File: config.mk
export PLATFORM = sky130hd
export DESIGN_NAME = imem_arbiter_flat
export DESIGN_NICKNAME = d
export VERILOG_FILES = /design/src/rtl/imem_arbiter_if.sv /design/src/rtl/imem_arbiter.sv /design/src/flat_wrapper.sv
export SDC_FILE = /design/constraint.sdc
export NUM_CORES = 1
export LEC_CHECK = 0
export ABC_CLOCK_PERIOD_IN_PS = 2100
export BUFFER_PORTS_ARGS = -buffer_cell sky130_fd_sc_hd__buf_2
export CORE_AREA = 4 4 102 104
export DETAILED_ROUTE_END_ITERATION = 8
export DIE_AREA = 0 0 106 108
export PLACE_DENSITY = 0.76
export SLEW_MARGIN = 20
export SYNTH_ARGS = -nofsm -noshare
export SYNTH_HDL_FRONTEND = slang
export SYNTH_SLANG_ARGS = --single-unit
File: constraint.sdc
create_clock -name clk -period 2.1 [get_ports clk]
set_clock_uncertainty 0.1 [all_clocks]
set_input_delay 0.315 -clock clk [delete_from_list [all_inputs] [get_ports clk]]
set_output_delay 0.315 -clock clk [all_outputs]
set_load 0.02 [all_outputs]
File: src/rtl/imem_arbiter_if.sv
// imem_arbiter_if: bundle of the fetch, debug and memory-side signals of the IMEM arbiter.
// Suffixes are from the arbiter's point of view.
// master: requester/memory environment (drives *_i, samples *_o)
// slave : the arbiter (samples *_i, drives *_o)
interface imem_arbiter_if #(
   parameter int ADDR_W = 32,
   parameter int DATA_W = 32
);
   logic              if_req_i;
   logic [ADDR_W-1:0] if_addr_i;
   logic              if_kill_i;
   logic              if_ack_o;
   logic [DATA_W-1:0] if_rdata_o;
   logic              dbg_req_i;
   logic              dbg_we_i;
   logic [ADDR_W-1:0] dbg_addr_i;
   logic [DATA_W-1:0] dbg_wdata_i;
   logic              dbg_ack_o;
   logic [DATA_W-1:0] dbg_rdata_o;
   logic              mem_req_o;
   logic              mem_we_o;
   logic [ADDR_W-1:0] mem_addr_o;
   logic [DATA_W-1:0] mem_wdata_o;
   logic              mem_ack_i;
   logic [DATA_W-1:0] mem_rdata_i;
   modport master (
      output if_req_i, if_addr_i, if_kill_i, dbg_req_i, dbg_we_i, dbg_addr_i, dbg_wdata_i,
             mem_ack_i, mem_rdata_i,
      input  if_ack_o, if_rdata_o, dbg_ack_o, dbg_rdata_o, mem_req_o, mem_we_o, mem_addr_o,
             mem_wdata_o
   );
   modport slave (
      input  if_req_i, if_addr_i, if_kill_i, dbg_req_i, dbg_we_i, dbg_addr_i, dbg_wdata_i,
             mem_ack_i, mem_rdata_i,
      output if_ack_o, if_rdata_o, dbg_ack_o, dbg_rdata_o, mem_req_o, mem_we_o, mem_addr_o,
             mem_wdata_o
   );
endinterface

File: src/rtl/imem_arbiter.sv
// imem_arbiter: shares single-port IMEM between fetch and debug, one transaction outstanding.
// Ports:
//   clk   - clock
//   rst_n - synchronous active-low reset
//   bus   - imem_arbiter_if.slave: fetch request/kill/ack, debug request/ack,
//           memory request/ack with read/write data
module imem_arbiter #(
   parameter int ADDR_W     = 32,
   parameter int DATA_W     = 32,
   parameter int STARVE_MAX = 8
) (
   input logic          clk,
   input logic          rst_n,
   imem_arbiter_if.slave bus
);
   localparam int CW = $clog2(STARVE_MAX + 1);
   typedef enum logic [1:0] {IDLE, BUSY_IF, BUSY_DBG, DRAIN} state_t;
   state_t            state_q, state_d;
   logic [CW-1:0]     starve_q, starve_d;
   logic              req_q, req_d;
   logic              we_q, we_d;
   logic [ADDR_W-1:0] addr_q, addr_d;
   logic [DATA_W-1:0] wdata_q, wdata_d;
   logic              starved, grant_if, grant_dbg;
   always_comb begin
      starved   = starve_q == CW'(STARVE_MAX);
      // a fetch killed in the request cycle is never granted, which hands the slot to debug
      grant_if  = state_q == IDLE && bus.if_req_i && !bus.if_kill_i && !(bus.dbg_req_i && starved);
      grant_dbg = state_q == IDLE && bus.dbg_req_i && !grant_if;
      state_d   = state_q;
      we_d      = we_q;
      addr_d    = addr_q;
      wdata_d   = wdata_q;
      if (grant_if) begin
         state_d = BUSY_IF;
         we_d    = 1'b0;
         addr_d  = bus.if_addr_i;
         wdata_d = '0;
      end else if (grant_dbg) begin
         state_d = BUSY_DBG;
         we_d    = bus.dbg_we_i;
         addr_d  = bus.dbg_addr_i;
         wdata_d = bus.dbg_wdata_i;
      end else if (state_q != IDLE && bus.mem_ack_i) begin
         state_d = IDLE;
      end else if (state_q == BUSY_IF && bus.if_kill_i) begin
         // the memory still owes an ack, so keep the request up and swallow it
         state_d = DRAIN;
      end
      starve_d = (!bus.dbg_req_i || grant_dbg) ? '0
               : (grant_if && !starved) ? starve_q + 1'b1
               : starve_q;
      req_d    = state_d != IDLE;
   end
   always_ff @(posedge clk) begin
      if (!rst_n) begin
         state_q  <= IDLE;
         starve_q <= '0;
         req_q    <= 1'b0;
         we_q     <= 1'b0;
         addr_q   <= '0;
         wdata_q  <= '0;
      end else begin
         state_q  <= state_d;
         starve_q <= starve_d;
         req_q    <= req_d;
         we_q     <= we_d;
         addr_q   <= addr_d;
         wdata_q  <= wdata_d;
      end
   end
   assign bus.mem_req_o   = req_q;
   assign bus.mem_we_o    = we_q;
   assign bus.mem_addr_o  = addr_q;
   assign bus.mem_wdata_o = wdata_q;
   assign bus.if_ack_o    = bus.mem_ack_i && state_q == BUSY_IF && !bus.if_kill_i;
   assign bus.dbg_ack_o   = bus.mem_ack_i && state_q == BUSY_DBG;
   assign bus.if_rdata_o  = bus.if_ack_o ? bus.mem_rdata_i : '0;
   assign bus.dbg_rdata_o = bus.dbg_ack_o ? bus.mem_rdata_i : '0;
endmodule
File: src/flat_wrapper.sv
// flat-port wrapper written by rule: the top's interface ports become plain ports
module imem_arbiter_flat 
#(
   parameter int ADDR_W     = 32,
   parameter int DATA_W     = 32,
   parameter int STARVE_MAX = 8
)
  (clk, rst_n, bus_if_req_i, bus_if_addr_i, bus_if_kill_i, bus_dbg_req_i, bus_dbg_we_i, bus_dbg_addr_i, bus_dbg_wdata_i, bus_mem_ack_i, bus_mem_rdata_i, bus_if_ack_o, bus_if_rdata_o, bus_dbg_ack_o, bus_dbg_rdata_o, bus_mem_req_o, bus_mem_we_o, bus_mem_addr_o, bus_mem_wdata_o);
  imem_arbiter_if #(.ADDR_W(ADDR_W), .DATA_W(DATA_W)) bus_i ();
  input logic clk;
  input logic rst_n;
  input wire logic [$bits(bus_i.if_req_i)-1:0] bus_if_req_i;
  input wire logic [$bits(bus_i.if_addr_i)-1:0] bus_if_addr_i;
  input wire logic [$bits(bus_i.if_kill_i)-1:0] bus_if_kill_i;
  input wire logic [$bits(bus_i.dbg_req_i)-1:0] bus_dbg_req_i;
  input wire logic [$bits(bus_i.dbg_we_i)-1:0] bus_dbg_we_i;
  input wire logic [$bits(bus_i.dbg_addr_i)-1:0] bus_dbg_addr_i;
  input wire logic [$bits(bus_i.dbg_wdata_i)-1:0] bus_dbg_wdata_i;
  input wire logic [$bits(bus_i.mem_ack_i)-1:0] bus_mem_ack_i;
  input wire logic [$bits(bus_i.mem_rdata_i)-1:0] bus_mem_rdata_i;
  output wire logic [$bits(bus_i.if_ack_o)-1:0] bus_if_ack_o;
  output wire logic [$bits(bus_i.if_rdata_o)-1:0] bus_if_rdata_o;
  output wire logic [$bits(bus_i.dbg_ack_o)-1:0] bus_dbg_ack_o;
  output wire logic [$bits(bus_i.dbg_rdata_o)-1:0] bus_dbg_rdata_o;
  output wire logic [$bits(bus_i.mem_req_o)-1:0] bus_mem_req_o;
  output wire logic [$bits(bus_i.mem_we_o)-1:0] bus_mem_we_o;
  output wire logic [$bits(bus_i.mem_addr_o)-1:0] bus_mem_addr_o;
  output wire logic [$bits(bus_i.mem_wdata_o)-1:0] bus_mem_wdata_o;
  assign bus_i.if_req_i = bus_if_req_i;
  assign bus_i.if_addr_i = bus_if_addr_i;
  assign bus_i.if_kill_i = bus_if_kill_i;
  assign bus_i.dbg_req_i = bus_dbg_req_i;
  assign bus_i.dbg_we_i = bus_dbg_we_i;
  assign bus_i.dbg_addr_i = bus_dbg_addr_i;
  assign bus_i.dbg_wdata_i = bus_dbg_wdata_i;
  assign bus_i.mem_ack_i = bus_mem_ack_i;
  assign bus_i.mem_rdata_i = bus_mem_rdata_i;
  assign bus_if_ack_o = bus_i.if_ack_o;
  assign bus_if_rdata_o = bus_i.if_rdata_o;
  assign bus_dbg_ack_o = bus_i.dbg_ack_o;
  assign bus_dbg_rdata_o = bus_i.dbg_rdata_o;
  assign bus_mem_req_o = bus_i.mem_req_o;
  assign bus_mem_we_o = bus_i.mem_we_o;
  assign bus_mem_addr_o = bus_i.mem_addr_o;
  assign bus_mem_wdata_o = bus_i.mem_wdata_o;
  imem_arbiter #(.ADDR_W(ADDR_W), .DATA_W(DATA_W), .STARVE_MAX(STARVE_MAX)) u_core (.clk(clk), .rst_n(rst_n), .bus(bus_i));
endmodule
==> After elaboration in Yosys (flattened, before gate mapping) <==
Index checks and enable logic that the tools add are counted.
{ "totals": {"output_inout_bits": 132, "register_bits": 72, "elab_cells": 43, "in_bits": 135} }
{ "classes": {"n_bitwise": 1, "add_sub_neg": 1, "eq_ne": 3, "n_reduce_logical": 24, "muxes": 8} }
{ "op_table": {"columns": ["op", "n"], "rows": [
  ["2-to-1 mux 32 bit", 4],
  ["logical AND 1 bit", 12],
  ["2-to-1 mux 2 bit", 4],
  ["nonzero test 2 bit", 3],
  ["zero test 1 bit", 5],
  ["adder 4 x 1 -> 4 bit (second input constant)", 1],
  ["== test 4 bit (second input constant)", 1],
  ["OR reduction 2 bit", 2],
  ["== test 2 x 1 -> 1 bit (second input constant)", 1],
  ["== test 2 bit (second input constant)", 1],
  ["zero test 2 bit", 1],
  ["logical OR 1 bit", 1],
  ["NOT 1 bit", 1]
]} }

==> Longest topological paths before layout <==
{ "depth": {"word_depth": 9, "mapped_depth": 8, "ltp_nobuf": 5} }

==> Least setup slack after synthesis <==
Ideal clock, no wire load.
{ "synth_path": {"path_type": "register to output", "start": "register u_core.state_q[1]", "end": "output bus_if_rdata_o[22]", "required_time_ns": 1.685, "slack_ns": 0.096, "arrival_ns": 1.589, "n_path_buf": 2, "path_stages_with_launch": 5, "cell_sequence": "dfxtp_1 buf_6 nor4bb_1 clkbuf_1 and2_1"} }
{ "synth_between": {"elab_chain_len": 4} }
{ "synth_rtl": {"columns": ["element", "line", "source"], "rows": [
  ["from (decl)", "imem_arbiter.sv:18", "state_t state_q, state_d;"],
  ["from (signal assigned)", "imem_arbiter.sv:64", "state_q <= state_d;"],
  ["== test 2 x 1 -> 1 bit", "imem_arbiter.sv:76", "assign bus.if_ack_o = bus.mem_ack_i && state_q == BUSY_IF && !bus.if_kill_i;"],
  ["logical AND 1 bit (2 in series)", "imem_arbiter.sv:76", null],
  ["named net bus_if_ack_o", "flat_wrapper.sv:21", "output wire logic [$bits(bus_i.if_ack_o)-1:0] bus_if_ack_o;"],
  ["2-to-1 mux 32 bit", "imem_arbiter.sv:78", "assign bus.if_rdata_o = bus.if_ack_o ? bus.mem_rdata_i : '0;"],
  ["to (decl)", "flat_wrapper.sv:22", "output wire logic [$bits(bus_i.if_rdata_o)-1:0] bus_if_rdata_o;"]
]} }
The timed path passes the listed nets, and every way through them passes these cells.

==> Worst setup path in the final report <==
{ "layout_path": {"start": "register u_core.state_q[1]", "end": "output bus_if_rdata_o[4]"} }
{ "layout_between": {"elab_chain_len": 4} }
{ "layout_rtl": {"columns": ["element", "line"], "rows": [
  ["== test 2 x 1 -> 1 bit", "imem_arbiter.sv:76"],
  ["logical AND 1 bit (2 in series)", "imem_arbiter.sv:76"],
  ["2-to-1 mux 32 bit", "imem_arbiter.sv:78"]
]} }
Every way passes these cells.

==> impl_metrics.json <==
{
  "dieArea_mm2": 0.0114,
  "antenna_left": 0,
  "critPathMaxStageDelay_ns": 0.35,
  "worstSkewPairLatency_ns": 0.34,
  "seq_area_frac_synth": 0.400,
  "portBuffers": 266,
  "rows": 36,
  "finalCritPeriodShare": 0.999,
  "setup_slack_ns": 0.00283,
  "synth_edf_count": 0,
  "gp_congestion": 0.815,
  "crit_chain": "buf_6 -> nor4bb_4 -> buf_6 -> clkbuf_16 -> and2_4 -> buf_6",
  "drt-initial-drc-count": 161,
  "slew_headroom": 0.674,
  "slowest_stage": "dfxtp_4",
  "critPathLaunchType": "flop",
  "ctsHoldBuffers": 0,
  "numCtsBuffers": 9,
  "slew_viol_final": 0,
  "fin_nets": 840,
  "cp-end-kind": "output pin",
  "cp_num_buf_inv": 4,
  "place_ws_ns": 0.206,
  "ys_ff_latch": 72,
  "powerDensity_mw_per_mm2": 648,
  "clockRootBuffer": "clkbuf_8",
  "status": "finished, final reports clean",
  "holdWs_ns": 0.0886,
  "worstPathMaxFanout": 8,
  "synth_fa_ha_area_frac": 0.00694,
  "holdCritPathClass": "primary input to flop",
  "grt_max_degree": 37,
  "p_leak_nw": 2.81,
  "crit_family": "buffers and inverters",
  "synth_nets": 577,
  "post_drt_wl_per_cell_um": 15.6,
  "design_area_mm2": 0.00568,
  "place_area_mm2": 0.00511,
  "maxCapViolations": 0,
  "period_needed_ns": 2.10,
  "synth-xor-area-share": 0,
  "grt_pass1_vias": 4232,
  "synth_area_per_cell_um2": 8.19,
  "tns_ns": 0,
  "dieHeight_um": 108,
  "required_ns": 1.68,
  "synth_top_family_by_area": "simple AND/OR/NAND/NOR gates",
  "dp_hpwl_um": 9460,
  "ir_drop_mv": 0.411,
  "syn_inst": 440,
  "synth_mux_area_frac": 0,
  "antenna_found_initial": 1,
  "drive_gt1_frac": 0.492,
  "cts.sinks": 72,
  "synth_simple_gate_area_frac": 0.280,
  "clk_pin_slew_ns": 0.09,
  "path_class": "flop to output pin",
  "syn-cell-area_mm2": 0.00360,
  "die_w_um": 106,
  "cts_tree": "built",
  "drc": 0,
  "diodes": 0,
  "ys_top_cells_by_area": "dfxtp_1, and2_1, a211oi_1",
  "yosys_warnings": 0,
  "syn_to_final_growth_pct": 57.7,
  "core_area_mm2": 0.00955,
  "synth_cell_type_count": 44,
  "cp.arrival_ns": 1.68,
  "synth_top_cell_area_share": 0.400,
  "htree_levels": 3,
  "start_util": 0.377,
  "rsz0062_at_grt": "yes",
  "synthFlopType": "dfxtp_1",
  "yosysTopAreaCell": "dfxtp_1",
  "synthArstFlopShare": 0,
  "cts_max_path_buffers": 2,
  "synth-compound-area-share": 0.224,
  "cpMostUsedCell": "buf_6",
  "worstMarginPinSlew_ns": 0.489,
  "grt_pass1_wl_um": 20600,
  "finalSetupViolations": 0,
  "num_vias": 4132,
  "track_usage": 0.221,
  "globalRouteOverflowTotal": 0,
  "routed_via_density": 4.91,
  "fmax_ghz": 0.477,
  "place_inst": 819,
  "pin_count": 267,
  "hold_violations": 0,
  "synth_common_cells": "dfxtp_1, and2_1, nand2_1",
  "yosysMostFrequentCell": "dfxtp_1",
  "drt_pass1_iterations": 4,
  "wl_um": 13200,
  "final_cells": 841
}
[layout by cell type (no fill, tap or decap), types with 2 or more instances in the layout]
cell type and instances:
nand2b_1 4, nand2_1 51, buf_12 2, inv_6 3, a311oi_1 17, nor2b_1 4, dfxtp_1 70, o21ai_0 2
clkbuf_8 9, o221ai_1 3, a22oi_1 3, a21oi_1 4, ha_1 2, a2bb2oi_1 3, a221o_1 12, nor2_1 35
and3b_1 2, o21ai_2 2, inv_1 36, buf_4 15, buf_2 234, buf_6 38, and2_4 28, nand3_1 2
a211oi_1 45, and2_1 36, nor3_1 17, o2111ai_1 3
[worst paths after layout]
| kind | startpoint | slack [ns] | cells after the start | endpoint |
|---|---|---|---|---|
| setup / recovery | u_core.state_q[1] | 0.003 | 6 | bus_if_rdata_o[4] |
| hold / removal | bus_if_addr_i[19] | 0.09 | 2 | u_core.bus.mem_addr_o[19] |
| setup reg to reg | u_core.state_q[1] | 0.16 | 5 | u_core.bus.mem_addr_o[0] |
| hold reg to reg | u_core.bus.mem_wdata_o[22] | 0.36 | 2 | u_core.bus.mem_wdata_o[22] |
[through the flow]
step	util	total power, mW
floorplan	-	2.13
global placement	0.535	2.50
detailed placement	0.535	2.52
CTS	0.578	3.71
global route	0.595	3.88
finish	0.595	3.68
[area by class of cell]
cell class                 count  area (µm²)
clock buffer                   9         124
clock inverter                 7        83.8
fill                         883        3870
inverter                      36         135
multi-input combinational    293        1940
sequential                    72        1450
tap                          133         166
timing repair buffer         291        1790
[layer usage]
layer | part of all wire | track usage
met1 | 0.39 | 0.254
met2 | 0.50 | 0.391
met3 | 0.094 | 0.0812
met4 | 0.016 | 0.0592
met5 | 0.00099 | 0
[sequential cells by signal, indices dropped and copies added, names as in the netlist]
signal / count
u_core.bus.mem_we_o: 1
u_core.state_q: 2
u_core.bus.mem_req_o: 1
u_core.bus.mem_addr_o: 32
u_core.starve_q: 4
u_core.bus.mem_wdata_o: 32
[where the power goes]
group          internal (mW)  switching (mW)  leakage, nW
combinational          0.390           0.562         2.11
sequential              1.49          0.0711        0.594
clock                  0.572           0.597        0.103
total                   2.45            1.23         2.81
[what timing repair did]
item,in CTS,in global routing
pin swaps,1,27
endpoints found under the setup margin,65,52
setup buffers,2,0
cloned,3,1
endpoints found under the hold margin,0,0
gates resized for setup,62,44
[cells by family after synthesis]
family	after synthesis
AOI/OAI and AO/OA	100
adders and majority gates	2
buffers and inverters	75
DFF	72
and+or+nand+nor	191
(Power assumes the default switching activity.)
